`config.mk`:
```
export PLATFORM = sky130hd
export DESIGN_NAME = bht_update_gen
export DESIGN_NICKNAME = d
export VERILOG_FILES = /design/src/rtl/bht_update_gen.sv
export SDC_FILE = /design/constraint.sdc
export NUM_CORES = 1
export LEC_CHECK = 0
export BUFFER_PORTS_ARGS = -buffer_cell sky130_fd_sc_hd__buf_2
export CORE_MARGIN = 4
export CORE_UTILIZATION = 50
export CTS_CLUSTER_DIAMETER = 120
export DETAILED_ROUTE_END_ITERATION = 7
export PLACE_DENSITY = 0.79
export SLEW_MARGIN = 0
export SYNTH_ARGS = -nofsm -noshare
export SYNTH_HDL_FRONTEND = slang
export SYNTH_SLANG_ARGS = --single-unit
```
`constraint.sdc`:
```
create_clock -name clk_i -period 5.16 [get_ports clk_i]
set_input_delay 1.032 -clock clk_i [delete_from_list [all_inputs] [get_ports clk_i]]
set_output_delay 1.032 -clock clk_i [all_outputs]
set_load 0.01 [all_outputs]
```
`src/rtl/bht_update_gen.sv`:
```
// bht_update_gen: collects up to two resolved branches per cycle, buffers the
// conditional ones in program order and drains one BHT update per cycle to
// the frontend predictor, which cannot apply backpressure.
//
// Parameters:
//   DEPTH  queue entries (power of two, >= 2)
//   VLEN   branch PC width
// Ports:
//   clk_i, rst_i       clock, asynchronous active-high reset
//   flush_i            squash the queue and the output register
//   debug_mode_i       block enqueue while high; queued entries still drain
//   res_*_i [1:0]      per-port resolutions, port 0 is the older branch
//   res_ready_o        at least two free slots (from the registered count)
//   bht_update_o       registered {valid, pc[VLEN-1:0], taken}
//   overflow_o         pulses the cycle after an eligible entry was dropped
//   stat_cond_o        enqueued conditional branches (saturating)
//   stat_mispred_o     enqueued mispredicted conditional branches (saturating)
// Optional feature: define BHT_UPDATE_STATS_EN to build the statistics
// counters; otherwise both statistics outputs are tied to zero.

module bht_update_gen #(
  parameter int unsigned DEPTH = 4,
  parameter int unsigned VLEN  = 64
) (
  input  logic                 clk_i,
  input  logic                 rst_i,
  input  logic                 flush_i,
  input  logic                 debug_mode_i,
  input  logic [1:0]           res_valid_i,
  input  logic [1:0][VLEN-1:0] res_pc_i,
  input  logic [1:0]           res_taken_i,
  input  logic [1:0]           res_is_cond_i,
  input  logic [1:0]           res_mispredict_i,
  output logic                 res_ready_o,
  output logic [VLEN+1:0]      bht_update_o,
  output logic                 overflow_o,
  output logic [31:0]          stat_cond_o,
  output logic [31:0]          stat_mispred_o
);

  localparam int unsigned PW = $clog2(DEPTH);
  localparam int unsigned CW = PW + 1;
  localparam logic [CW-1:0] DepthC = CW'(DEPTH);

  logic [VLEN-1:0] r_pc_mem [DEPTH];
  logic [DEPTH-1:0] r_taken_mem;
  logic [PW-1:0]   r_rd_ptr;
  logic [PW-1:0]   r_wr_ptr;
  logic [CW-1:0]   r_count;
  logic            r_valid;
  logic [VLEN-1:0] r_pc;
  logic            r_taken;
  logic            r_overflow;

  logic [1:0]      w_elig;
  logic            w_deq;
  logic [CW-1:0]   w_free;
  logic            w_enq0;
  logic            w_enq1;
  logic            w_drop;
  logic [1:0]      w_n_enq;
  logic [VLEN-1:0] w_first_pc;
  logic            w_first_taken;
  logic            w_first_mis;

  assign w_elig = res_valid_i & res_is_cond_i & {2{~debug_mode_i & ~flush_i}};
  assign w_deq  = (r_count != '0);
  // Slots available once this cycle's head has been popped.
  assign w_free = DepthC - r_count + {{(CW-1){1'b0}}, w_deq};

  // First written slot takes the oldest eligible port; the second slot is
  // only ever port 1, so when space is short port 1 is the one dropped.
  assign w_enq0  = (|w_elig) && (w_free != '0);
  assign w_enq1  = (&w_elig) && (w_free >= CW'(2));
  assign w_drop  = ((&w_elig) && !w_enq1) || ((|w_elig) && !w_enq0);
  assign w_n_enq = {1'b0, w_enq0} + {1'b0, w_enq1};

  assign w_first_pc    = w_elig[0] ? res_pc_i[0]         : res_pc_i[1];
  assign w_first_taken = w_elig[0] ? res_taken_i[0]      : res_taken_i[1];
  assign w_first_mis   = w_elig[0] ? res_mispredict_i[0] : res_mispredict_i[1];

  // Storage needs no reset: the count gates every read.
  always_ff @(posedge clk_i) begin
    if (w_enq0) begin
      r_pc_mem[r_wr_ptr]    <= w_first_pc;
      r_taken_mem[r_wr_ptr] <= w_first_taken;
    end
    if (w_enq1) begin
      r_pc_mem[r_wr_ptr + PW'(1)]    <= res_pc_i[1];
      r_taken_mem[r_wr_ptr + PW'(1)] <= res_taken_i[1];
    end
  end

  always_ff @(posedge clk_i or posedge rst_i) begin
    if (rst_i) begin
      r_rd_ptr   <= '0;
      r_wr_ptr   <= '0;
      r_count    <= '0;
      r_valid    <= 1'b0;
      r_pc       <= '0;
      r_taken    <= 1'b0;
      r_overflow <= 1'b0;
    end else if (flush_i) begin
      r_rd_ptr   <= '0;
      r_wr_ptr   <= '0;
      r_count    <= '0;
      r_valid    <= 1'b0;
      r_overflow <= 1'b0;
    end else begin
      if (w_deq) begin
        r_valid  <= 1'b1;
        r_pc     <= r_pc_mem[r_rd_ptr];
        r_taken  <= r_taken_mem[r_rd_ptr];
        r_rd_ptr <= r_rd_ptr + PW'(1);
      end else begin
        r_valid <= 1'b0;
      end
      r_wr_ptr   <= r_wr_ptr + PW'(w_n_enq);
      r_count    <= r_count + CW'(w_n_enq) - CW'(w_deq);
      r_overflow <= w_drop;
    end
  end

  assign res_ready_o  = (DepthC - r_count) >= CW'(2);
  assign bht_update_o = {r_valid, r_pc, r_taken};
  assign overflow_o   = r_overflow;

`ifdef BHT_UPDATE_STATS_EN
  logic [31:0] r_stat_cond;
  logic [31:0] r_stat_mis;
  logic [1:0]  w_n_mis;

  assign w_n_mis = {1'b0, w_enq0 & w_first_mis} + {1'b0, w_enq1 & res_mispredict_i[1]};

  function automatic logic [31:0] sat_add(input logic [31:0] a, input logic [1:0] b);
    logic [32:0] s;
    s = {1'b0, a} + {31'b0, b};
    return s[32] ? 32'hFFFF_FFFF : s[31:0];
  endfunction

  // Flush never reaches these: eligibility is already masked by flush_i.
  always_ff @(posedge clk_i or posedge rst_i) begin
    if (rst_i) begin
      r_stat_cond <= '0;
      r_stat_mis  <= '0;
    end else begin
      r_stat_cond <= sat_add(r_stat_cond, w_n_enq);
      r_stat_mis  <= sat_add(r_stat_mis, w_n_mis);
    end
  end

  assign stat_cond_o    = r_stat_cond;
  assign stat_mispred_o = r_stat_mis;
`else
  logic w_unused_mis;
  assign w_unused_mis   = ^{res_mispredict_i, w_first_mis};
  assign stat_cond_o    = '0;
  assign stat_mispred_o = '0;
`endif

endmodule

```
# After elaboration in Yosys (flattened, before gate mapping)
# Memories as Yosys holds them, arrays and structs flattened. A register that Yosys moved wholly into a read port is not among the register bits.
# Index checks and enable logic that the tools add are counted.
# op_classes
add_sub_neg,8
n_lt_le_gt_ge,7
mux,23
bitwise,5
reduce_logical,15
# ops
op,count
2-to-1 mux 64 bit,1
2-to-1 mux 1 bit,11
"< comparator 2 x 3 -> 1 bit, second input constant",3
bitwise mux 4 bit,2
2-to-1 mux 4 bit,2
">= comparator 3 x 2 -> 1 bit, second input constant",2
logical AND 1 bit,6
2-to-1 mux 2 bit,3
nonzero test 3 bit,2
"adder 2 x 1 -> 2 bit, second input constant",2
bitwise AND 2 bit,2
demux 1 bit (select 2 bit),2
">= comparator 2 x 1 -> 1 bit, second input constant",2
AND reduction 2 bit,2
adder 3 x 1 -> 3 bit,1
adder 3 x 2 -> 3 bit,1
2-to-1 mux 3 bit,1
subtractor 3 x 1 -> 3 bit,1
"subtractor 3 bit, first input constant",1
adder 1 x 1 -> 2 bit,1
adder 2 bit,1
binary-select mux 1 bit (select 2 bit),1
logical NOT 1 bit,2
NOT 1 bit,2
other kinds (4),4
# totals
regBits,14
mem_bits_rw,256
in_bits,140
output_inout_bits,132
wordCells,66
mem_count,1
# mem_list
memory,words,width,read_ports,rd_clocked_by_memory_dff,write_ports,line_no,source
r_pc_mem,4,64,1,1,2,45,logic [VLEN-1:0] r_pc_mem [DEPTH];

# Depth between registers and ports, before layout
# depth
word_depth,9
mapped_depth,16
depth_no_buf,15

# Worst setup path before layout
# No wires, ideal clock.
# synth_path
kind,input to register
start,input flush_i
end,"memory r_pc_mem[0][0], enable pin"
setup_ns,0.428
t_arrival_ns,3.624
required_ns,4.732
path_slack_ns,1.108
stages,6
path_buffers,3
cell_sequence,buf_6 > nand4bb_4 > buf_6 > a211oi_4 > buf_2 > a22o_1
# synth_lines
item,line_no,source
from (decl),27,"input logic flush_i,"
to (decl),45,

# Worst setup path in the final report
# layout_path
start,register r_count[0]
end,register r_count[2]
# layout_via
elab_chain_cells,8
word_cells_on_any_way,11
cone_classes,5 x add/sub; 1 x order compare; 1 x mux; 4 x reduce/logical
# layout_rtl
item,line_no,source
from (decl),49,logic [CW-1:0] r_count;
from (signal assigned),119,r_count <= r_count + CW'(w_n_enq) - CW'(w_deq);
subtractor 3 bit / nonzero test 3 bit (equally long branches),"69, 67",
adder 3 x 1 -> 3 bit,69,"assign w_free = DepthC - r_count + {{(CW-1){1'b0}}, w_deq};"
>= comparator 3 x 2 -> 1 bit / nonzero test 3 bit (equally long branches),"74, 73",
logical AND 1 bit (on tied branches),"74, 73",
adder 1 x 1 -> 2 bit,76,"assign w_n_enq = {1'b0, w_enq0} + {1'b0, w_enq1};"
adder 3 x 2 -> 3 bit,119,
subtractor 3 x 1 -> 3 bit (*),119,
2-to-1 mux 3 bit (*),103,end else if (flush_i) begin
# Every way passes the cells marked *; elsewhere a longest branch is shown, timed or not.
# A chain may end at the register's enable or synchronous reset.

==> impl_metrics.tcl <==
set metrics [dict create \
    synth_top_flop_cell "edfxtp_1" \
    finalSetupViolations 0 \
    grt_pass1_vias 9314 \
    synth_top_cell_area_share 0.4663 \
    post-cts-setup-buffers 0 \
    routed-via-count 8811 \
    clockBufferDepth 3 \
    clock.fmax_mhz 264.6 \
    yosys_warnings 0 \
    drive_gt1_frac 0.5786 \
    fin_crit_sh 0.7323 \
    cts-htree-levels 2 \
    maxSlewHeadroom 0.2417 \
    hold_path.class "flop to flop" \
    synthTopCellsByArea "edfxtp_1 47%, mux2_2 17%, dfrtp_1 11%" \
    antenna_found_initial 6 \
    post_cts_resized 0 \
    syn_inst 924 \
    place_congestion 0.7812 \
    rsz0062_at_grt "false" \
    postSynthRegisterBits 334 \
    drc_errors 0 \
    ir_worst_vdd_uv 289.1 \
    hpwl_um 20860 \
    synth_largest_area_cell "edfxtp_1" \
    min_period_ns 3.779 \
    skew_ns 0.01260 \
    start_util 0.5067 \
    dieArea_um2 35940 \
    synthDistinctLibCells 48 \
    worstSetupEndpointType "flop" \
    synth-edff-count 256 \
    seq_area_frac_synth 0.5834 \
    ios 272 \
    holdBufCountCts 0 \
    cts-root-buf "clkbuf_16" \
    drv_slew 0 \
    worstPathRequired_ns 5.54 \
    pwr_density_cell_nw_per_um2 448.0 \
    die_w_um 189.6 \
    avgSynthCellArea_um2 17.84 \
    grt_pass1_wl_um 54230 \
    cts.sinks 334 \
    portBuffers 205 \
    synth_common_cells "256 x edfxtp_1, 252 x mux2_2, 74 x dfrtp_1" \
    leakage_nw 7.051 \
    overflow 0 \
    fin_nets 1281 \
    path_class "flop to flop" \
    cap_violations 0 \
    drt-total-wl_um 35510 \
    crit_fanout 13 \
    dp_slack_ns 1.276 \
    finish.utilization 0.5822 \
    hold_viol 0 \
    synthToLayoutAreaGrowth_pct 14.90 \
    path_clk_slew_ns 0.06 \
    status "completed" \
    worstSetupStartpointType "flop" \
    worstPathArrival_ns 4.15 \
    worst_pin_slew_ns 1.137 \
    grt_usage 0.1942 \
    synth_most_common_cell "edfxtp_1" \
    syn-cell-area_um2 16490 \
    grt_max_degree 67 \
    ant_nets 0 \
    die-height_um 189.6 \
    cts_tree "built" \
    setup_tns_ns 0 \
    routed_via_density 5.497 \
    insertion_delay_ns 0.51 \
    drt_iter0_drc 379 \
    core_um2 32540 \
    synth-async-reset-ratio 0.2216 \
    setup_ws_ns 1.381 \
    detail_route.wl_per_cell_um 22.15 \
    std_cell_rows 66 \
    numCtsBuffers 37 \
    firstDrtPassIters 4 \
]
power by group:
group | switching (mW) | total (mW) | internal [mW]
clock network | 1.01 | 2.65 | 1.64
logic | 0.962 | 2.18 | 1.22
registers | 0.363 | 3.66 | 3.30
layer usage:
metal | up-vias | wire length (um) | track usage
li1 | 3907 | - | -
met1 | 4563 | 14480 | 0.2496
met2 | 292 | 17930 | 0.3366
met3 | 43 | 2627 | 0.05413
met4 | 6 | 434 | 0.03534
met5 | - | 34 | 0
sequential cells by signal, summed over array words and instances, names as in the netlist:
register and flops:
overflow_o 1, r_count 3, r_pc 64, r_pc_mem 256, r_rd_ptr 2, r_taken 1
r_taken_mem 4, r_valid 1, r_wr_ptr 2
cell families (layout without fill, tap and decap cells):
logic type	count (synthesis)	in the layout	synth area share
mux	387	387	0.3224
flops	334	334	0.5834
buf+inv	132	303	0.05494
simple gates	33	33	0.01336
compound gates	18	18	0.01237
fa+ha+maj	12	12	0.009562
xor+xnor	7	7	0.003719
other cells	1	67	0.0002275
placed cells by master, fill, tap and decap left out, types with 3 or more instances in the layout:
master / synthesis / layout
edfxtp_1: 256 / 256
clkbuf_8: 0 / 3
mux2_1: 10 / 10
xnor2_1: 5 / 5
mux2_2: 252 / 252
clkinv_1: 0 / 3
ha_1: 11 / 11
a22o_4: 0 / 3
nand3_1: 5 / 5
clkbuf_16: 0 / 39
buf_2: 19 / 205
dfxtp_1: 4 / 4
clkbuf_1: 13 / 15
buf_4: 73 / 11
inv_1: 13 / 12
nor2b_1: 3 / 3
dfrtp_1: 74 / 72
nor2_1: 9 / 8
buf_12: 6 / 6
diode_2: 0 / 3
bufinv_16: 0 / 4
mux2_4: 60 / 60
mux4_2: 65 / 65
conb_1: 1 / 64
path summary, 6_finish.rpt:
kind                                 startpoint                      end  slack, ns  cells after the start
max                        r_count[0]$_DFF_PP0_     r_count[2]$_DFF_PP0_       1.38                     16
min                        r_pc[17]$_DFFE_PP0P_     r_pc[17]$_DFFE_PP0P_       0.50                      1
max reg2reg                r_count[0]$_DFF_PP0_     r_count[2]$_DFF_PP0_       1.38                     16
min reg2reg                r_pc[17]$_DFFE_PP0P_     r_pc[17]$_DFFE_PP0P_       0.50                      1
max in group asynchronous                 rst_i  r_rd_ptr[1]$_DFFE_PP0P_       3.51                      3
min in group asynchronous                 rst_i      r_taken$_DFFE_PP0P_       0.68                      2
worst max-delay path: stages, from the launching register on:
cell      delay, ns
dfrtp_1        0.48
inv_1          0.11
ha_1           0.21
ha_1           0.31
xor2_1         0.51
a311oi_1       0.18
buf_4          0.22
ha_1           0.30
inv_1          0.04
ha_1           0.27
inv_1          0.05
ha_1           0.13
inv_1          0.05
fa_1           0.42
xnor2_1        0.18
xnor2_1        0.14
nor2_1         0.05
layout make-up:
class,count,area [um^2]
multi-input cells,521,6245
well taps,442,553.0
flip-flops and latches,334,9627
fillers,2504,13590
clock buffers,57,1074
inverters,13,51.30
diodes,3,7.507
clock inverters,11,157.7
repair buffers,222,1229
through the flow:
step           total power [mW]  instances  hold WS, ns  instance area [um^2]
2_1_floorplan             5.193        987       0.4820                 16720
3_3_place_gp              5.881       1532       0.4854                 17700
3_5_place_dp              5.944       1532       0.4903                 17700
4_1_cts                   8.612       1600       0.5033                 18940
5_1_grt                   8.918       1602       0.5100                 18940
6_report                  8.486       1603       0.4970                 18940
No activity file was read; power rests on OpenSTA's default activity.
